<file path="src/rtl/rx_sync_unstuff_pkg.sv">
// Shared constants for the USB receive path: FSM encodings, stuffing limit and
// SYNC terminator. The bit-stuffer (hs_bs) pulls its stuff limit from here too.
package rx_sync_unstuff_pkg;

  localparam logic [1:0] ST_HUNT    = 2'd0;
  localparam logic [1:0] ST_ACTIVE  = 2'd1;
  localparam logic [1:0] ST_EOP_GAP = 2'd2;

  localparam int STUFF_LIMIT_DEF    = 6;
  localparam int MIN_SYNC_ZEROS_DEF = 5;
  localparam int BYTE_W             = 8;

  localparam logic SYNC_TERM = 1'b1;

  // Only zero/non-zero of the byte counter matters, so it simply sticks at 7.
  function automatic logic [2:0] sat_inc3(input logic [2:0] v);
    return (v == 3'd7) ? v : v + 3'd1;
  endfunction

endpackage

</file>
<file path="src/rtl/rx_sync_unstuff_if.sv">
// Serial-in / byte-out bundle between the NRZI decoder side and the byte path.
interface rx_sync_unstuff_if;
  import rx_sync_unstuff_pkg::*;

  logic              rx_en;
  logic              dataIn;
  logic [BYTE_W-1:0] dataOut;
  logic              RX_VALID;
  logic              RX_ACTIVE;
  logic              RX_ERROR;
  logic              STUFF_DROP;

  modport master (
    output rx_en, dataIn,
    input  dataOut, RX_VALID, RX_ACTIVE, RX_ERROR, STUFF_DROP
  );

  modport slave (
    input  rx_en, dataIn,
    output dataOut, RX_VALID, RX_ACTIVE, RX_ERROR, STUFF_DROP
  );
endinterface

</file>
<file path="src/rtl/rx_sync_detect.sv">
// SYNC hunter: counts the run of decoded 0s and flags the terminating 1 when
// the run was long enough.
module rx_sync_detect
  import rx_sync_unstuff_pkg::*;
#(
  parameter int MIN_SYNC_ZEROS = MIN_SYNC_ZEROS_DEF
) (
  input  logic clk,
  input  logic rst,
  input  logic hunting,
  input  logic rx_en,
  input  logic din,
  output logic sync_hit
);
  localparam logic [2:0] MIN_Z = 3'(MIN_SYNC_ZEROS);

  logic [2:0] zero_cnt;

  assign sync_hit = hunting && rx_en && (din == SYNC_TERM) && (zero_cnt >= MIN_Z);

  // Held at zero outside HUNT so EOP-trailing bits never seed a false SYNC.
  always_ff @(posedge clk or posedge rst) begin
    if (rst) begin
      zero_cnt <= '0;
    end else if (!hunting || !rx_en || din) begin
      zero_cnt <= '0;
    end else if (zero_cnt != 3'd7) begin
      zero_cnt <= zero_cnt + 3'd1;
    end
  end

endmodule

</file>
<file path="src/rtl/rx_sync_unstuff.sv">
// Receive stage after the NRZI decoder: SYNC hunt, bit unstuffing, LSB-first
// byte assembly and EOP / abort signalling with registered strobes.
module rx_sync_unstuff
  import rx_sync_unstuff_pkg::*;
#(
  parameter int STUFF_LIMIT    = STUFF_LIMIT_DEF,
  parameter int MIN_SYNC_ZEROS = MIN_SYNC_ZEROS_DEF
) (
  input logic              clk,
  input logic              rst,
  rx_sync_unstuff_if.slave bus
);
  localparam int            OW       = $clog2(STUFF_LIMIT + 1);
  localparam logic [OW-1:0] ONES_MAX = OW'(STUFF_LIMIT);

  logic [1:0]        state;
  logic [OW-1:0]     ones_cnt;
  logic [2:0]        bit_cnt;
  logic [2:0]        byte_cnt;
  logic [BYTE_W-1:0] shreg;
  logic [BYTE_W-1:0] asm_byte;
  logic [BYTE_W-1:0] data_q;
  logic              valid_q, active_q, error_q, drop_q;
  logic              sync_hit;
  logic              hunting;

  assign hunting = (state == ST_HUNT);

  rx_sync_detect #(.MIN_SYNC_ZEROS(MIN_SYNC_ZEROS)) u_detect (
    .clk      (clk),
    .rst      (rst),
    .hunting  (hunting),
    .rx_en    (bus.rx_en),
    .din      (bus.dataIn),
    .sync_hit (sync_hit)
  );

  // Byte as it would look with the current bit dropped into its slot.
  always_comb begin
    asm_byte          = shreg;
    asm_byte[bit_cnt] = bus.dataIn;
  end

  always_ff @(posedge clk or posedge rst) begin
    if (rst) begin
      state    <= ST_HUNT;
      ones_cnt <= '0;
      bit_cnt  <= '0;
      byte_cnt <= '0;
      shreg    <= '0;
      data_q   <= '0;
      valid_q  <= 1'b0;
      active_q <= 1'b0;
      error_q  <= 1'b0;
      drop_q   <= 1'b0;
    end else begin
      valid_q <= 1'b0;
      error_q <= 1'b0;
      drop_q  <= 1'b0;
      case (state)
        ST_HUNT: begin
          // The SYNC terminator is a 1 and already counts toward stuffing.
          if (sync_hit) begin
            state    <= ST_ACTIVE;
            active_q <= 1'b1;
            ones_cnt <= OW'(1);
            bit_cnt  <= '0;
            byte_cnt <= '0;
          end
        end
        ST_ACTIVE: begin
          if (!bus.rx_en) begin
            state    <= ST_HUNT;
            active_q <= 1'b0;
            error_q  <= 1'b1;
          end else if (ones_cnt == ONES_MAX) begin
            if (bus.dataIn) begin
              // Stuff violation is the EOP; any partial byte is dropped.
              state    <= ST_EOP_GAP;
              active_q <= 1'b0;
              error_q  <= (byte_cnt == 3'd0);
            end else begin
              drop_q   <= 1'b1;
              ones_cnt <= '0;
            end
          end else begin
            shreg    <= asm_byte;
            ones_cnt <= bus.dataIn ? ones_cnt + OW'(1) : '0;
            bit_cnt  <= bit_cnt + 3'd1;
            if (bit_cnt == 3'd7) begin
              data_q   <= asm_byte;
              valid_q  <= 1'b1;
              byte_cnt <= sat_inc3(byte_cnt);
            end
          end
        end
        ST_EOP_GAP: state <= ST_HUNT;
        default: begin
          state    <= ST_HUNT;
          active_q <= 1'b0;
        end
      endcase
    end
  end

  assign bus.dataOut    = data_q;
  assign bus.RX_VALID   = valid_q;
  assign bus.RX_ACTIVE  = active_q;
  assign bus.RX_ERROR   = error_q;
  assign bus.STUFF_DROP = drop_q;

endmodule

</file>
<file path="src/flat_wrapper.sv">
// flat-port wrapper written by rule: the top's interface ports become plain ports
module rx_sync_unstuff_flat import rx_sync_unstuff_pkg::*;
#(
  parameter int STUFF_LIMIT    = STUFF_LIMIT_DEF,
  parameter int MIN_SYNC_ZEROS = MIN_SYNC_ZEROS_DEF
)
  (clk, rst, bus_rx_en, bus_dataIn, bus_dataOut, bus_RX_VALID, bus_RX_ACTIVE, bus_RX_ERROR, bus_STUFF_DROP);
  rx_sync_unstuff_if bus_i ();
  input logic clk;
  input logic rst;
  input wire logic [$bits(bus_i.rx_en)-1:0] bus_rx_en;
  input wire logic [$bits(bus_i.dataIn)-1:0] bus_dataIn;
  output wire logic [$bits(bus_i.dataOut)-1:0] bus_dataOut;
  output wire logic [$bits(bus_i.RX_VALID)-1:0] bus_RX_VALID;
  output wire logic [$bits(bus_i.RX_ACTIVE)-1:0] bus_RX_ACTIVE;
  output wire logic [$bits(bus_i.RX_ERROR)-1:0] bus_RX_ERROR;
  output wire logic [$bits(bus_i.STUFF_DROP)-1:0] bus_STUFF_DROP;
  assign bus_i.rx_en = bus_rx_en;
  assign bus_i.dataIn = bus_dataIn;
  assign bus_dataOut = bus_i.dataOut;
  assign bus_RX_VALID = bus_i.RX_VALID;
  assign bus_RX_ACTIVE = bus_i.RX_ACTIVE;
  assign bus_RX_ERROR = bus_i.RX_ERROR;
  assign bus_STUFF_DROP = bus_i.STUFF_DROP;
  rx_sync_unstuff #(.STUFF_LIMIT(STUFF_LIMIT), .MIN_SYNC_ZEROS(MIN_SYNC_ZEROS)) u_core (.clk(clk), .rst(rst), .bus(bus_i));
endmodule
</file>
<file path="config.mk">
export PLATFORM = sky130hd
export DESIGN_NAME = rx_sync_unstuff_flat
export DESIGN_NICKNAME = d
export VERILOG_FILES = /design/src/rtl/rx_sync_unstuff_pkg.sv /design/src/rtl/rx_sync_unstuff_if.sv /design/src/rtl/rx_sync_detect.sv /design/src/rtl/rx_sync_unstuff.sv /design/src/flat_wrapper.sv
export SDC_FILE = /design/constraint.sdc
export NUM_CORES = 1
export LEC_CHECK = 0
export BUFFER_PORTS_ARGS = -buffer_cell sky130_fd_sc_hd__buf_2
export CAP_MARGIN = 40
export CORE_MARGIN = 2
export CORE_UTILIZATION = 30
export CTS_CLUSTER_SIZE = 30
export DETAILED_ROUTE_END_ITERATION = 6
export HOLD_SLACK_MARGIN = 0.05
export SLEW_MARGIN = 20
export SYNTH_ARGS = -nofsm -noshare
export SYNTH_HDL_FRONTEND = slang
export SYNTH_SLANG_ARGS = --single-unit
</file>
<file path="constraint.sdc">
create_clock -name clk -period 1.7 [get_ports clk]
set_input_delay 0.34 -clock clk [delete_from_list [all_inputs] [get_ports clk]]
set_output_delay 0.34 -clock clk [all_outputs]
set_load 0.005 [all_outputs]
</file>
==> metrics.txt <==
status finished, final reports clean; DIE AREA 6356 sq um; CP max FO 7; CTS root buffer clkbuf_8; CP Launch Type flip-flop; synth warn 0; MaxCap Viol Count 0; Static Leak 1.005 nW; start point of the critical path u_core.ones_cnt[1]$_DFFE_PP0P_; launching point of the worst reg2reg path u_core.ones_cnt[1]$_DFFE_PP0P_; number of port buffers 15; R2R Setup Slk roughly 100 ps; Gate Count Post-Synth 164; antenna violations before repair 0; Reg clk slew, reported paths 70 ps; Post-DP HPWL between 2 and 2.5 mm; crit path capture u_core.shreg[6]$_DFFE_PP0P_; worst-margin pin slew 438.6 ps; CP Class flip-flop to flip-flop; fin crit share 94.13%; Avg Inst Size Synth 10.49 sq um; commonest non-fill, non-tap cells in the layout dfrtp_1 (34), nand2_1 (21), buf_2 (15); Routed WL per cell 12.38 microns; synthesized flop and latch total 34; synth unique cells 38; nets 201; CTS max path bufs 2; Crit path depth 5; CTS tree built; Area growth syn-to-layout 16.95%; routability cong. 0.7813; share of layout cells above drive strength 1 21.28%; post-route insts no fill 260; clock buffer count from CTS 5; row count 27; via/cell ratio 4.604; Crit path max-delay family simple AND/OR/NAND/NOR gates; Final min period 1600 ps; Worst setup EP type flip-flop; Syn Nets 178; vias in the first global route 1,169; Buffers & Inverters on Critical Path 0; Slew HR 70.76%; RSZ-0062 raised after global routing no; iteration-0 DRC count of the detailed router 68; VDD IR-drop max 0.2529 mV; final hold violations 0; Setup TNS 0 ps; Slew Viols, Final 0; FF-to-FF End u_core.shreg[6]$_DFFE_PP0P_; Reg2Reg Depth 5; DR DRC count 0; DRT Wirelength 3.218 mm; # setup viols final 0; gr usage total 11.19%; # IOs 16; Min-Delay Path Class input pin to asynchronous set/reset pin; crit path cell chain ha_1 > nand2_1 > nand3_1 > nor2_1 > mux2_2; gr ovfl total 0; Core Area 5507 sq um; n_diodes 0; Fmax 624.9 MHz; clock sink count 34; Crit-path slowest cell dfrtp_1; die width 79.73 microns; required time worst endpoint 1880 ps; first-pass GRT wire length 5.444 mm; mapped cell area between 1500 and 2000 sq um; Critical Path Max Stage Delay 400 ps; Routed Antenna Nets 0; pwr dens 795.2 nW/um^2; worst-skew pair later-pin latency 290 ps; DRT Pass-1 Iters 4; fill count around 550; share of the yosys chip area belonging to registers approximately half; post-CTS setup buffers 0; effective utilization at floorplan 31.24%; total number of vias 1,197; most common cell after layout, fill and taps aside dfrtp_1; # placed instances 252; pin count of the biggest net entering global routing 35; crit path DAT approximately 1800 ps; CTS H-Tree Depth 2; die height roughly 80 microns; clk_skew 6.513 ps
[sequential cells by signal, summed over array words and instances, names as in the netlist]
register / count
u_core.byte_cnt: 3
u_core.u_detect.zero_cnt: 3
u_core.bus.RX_ACTIVE: 1
u_core.bus.dataOut: 8
u_core.shreg: 8
u_core.bus.RX_VALID: 1
u_core.bus.STUFF_DROP: 1
u_core.state: 2
u_core.bit_cnt: 3
u_core.bus.RX_ERROR: 1
u_core.ones_cnt: 3
[power by group]
group          switching [W]  internal [W]
registers          0.0000146      0.000830
logic              0.0000844     0.0000608
clock network       0.000284      0.000326
total               0.000383       0.00122
[stage by stage]
stage	setup slack (ps)	hold slack [ps]	instance area [sq um]	total power (W)	util (%)
final	99.85	137.9	2012	0.001600	36.54
after global routing	11.61	176.3	2012	0.001680	36.54
after CTS	79.94	157.9	2003	0.001622	36.38
after detailed placement	80.82	466.1	1912	0.001005	34.72
after global placement	120.5	460.2	1912	0.001003	34.72
after floorplan	168.6	425.3	1720	0.0009576	-
[worst min-delay path by stage]
stage | from | to | slack (ps) | depth (start not counted)
5_1_grt | rst | u_core.bus.dataOut[6]$_DFFE_PP0P_ | 180 | 3
3_5_place_dp | rst | u_core.bus.dataOut[6]$_DFFE_PP0P_ | 470 | 3
6_report | rst | u_core.bus.dataOut[6]$_DFFE_PP0P_ | 140 | 3
2_1_floorplan | bus_rx_en | u_core.bus.RX_ERROR$_DFF_PP0_ | 430 | 1
4_1_cts | rst | u_core.bus.dataOut[6]$_DFFE_PP0P_ | 160 | 3
3_3_place_gp | u_core.bus.dataOut[2]$_DFFE_PP0P_ | u_core.bus.dataOut[2]$_DFFE_PP0P_ | 460 | 2
[layout make-up]
class                   instances  area [sq um]  area share (%)
clock buffers                   7         86.33           4.291
clock inverters                 1         5.005          0.2488
inverters                      10         37.54           1.866
multi-input cells             110         784.5           38.99
flip-flops and latches         34         850.8           42.29
well taps                      72         90.09           4.478
repair buffers                 26         157.7           7.836
[worst register-to-register path, stage by stage (launching register included)]
cell     delay [ps]
dfrtp_1         400
ha_1            220
nand2_1         240
nand3_1         170
nor2_1          140
mux2_2          330
[Yosys cell counts, drive strengths merged]
library cell / instances / area (sq um)
nor3b: 3 / 22.52
o31ai: 1 / 7.510
nor3: 1 / 5.000
nand4: 1 / 12.51
a21oi: 5 / 28.78
nand3b: 4 / 30.03
o311ai: 1 / 26.28
o22a: 1 / 8.760
a22o: 2 / 17.52
a21boi: 1 / 7.510
nand3: 5 / 25.02
clkbuf: 2 / 7.510
a21bo: 1 / 10.01
or2b: 1 / 7.510
mux2i: 12 / 120.1
nor2b: 1 / 8.760
xor2: 1 / 8.760
buf: 8 / 48.80
mux2: 2 / 22.52
a31oi: 2 / 12.51
dfrtp: 34 / 850.8
inv: 10 / 37.54
and3: 3 / 18.77
nor2: 5 / 18.77
nand2: 22 / 85.09
o32ai: 1 / 16.27
nor4: 4 / 25.02
o22ai: 1 / 6.260
o21ai: 17 / 85.08
nand2b: 1 / 6.260
ha: 10 / 125.1
and2b: 1 / 7.510
[what timing repair did]
item,in CTS,in global routing
resized for setup,0,1
hold buffers,0,0
setup endpoints to repair,0,8
[layer usage]
layer  wire (microns)  vias up  global-route usage [%]  share of wire [%]
li1                 -      615                       -                  -
met1             1577      556                   14.76                 49
met2             1476       19                   17.23                 46
met3              101        7                   3.054                3.1
met4               62        0                   4.655                1.9
met5                0        -                       0                  0
[kinds of logic (layout without fill, tap and decap cells)]
logic type      after synthesis  after routing  synth area share, %
compound gates               33             33                13.16
buf+inv                      20             44                5.455
simple gates                 52             52                15.86
flops                        34             34                49.45
fa+ha+maj                    10             10                7.273
xor+xnor                      1              1               0.5092
mux                          14             14                8.291
(Power assumes the default switching activity.)
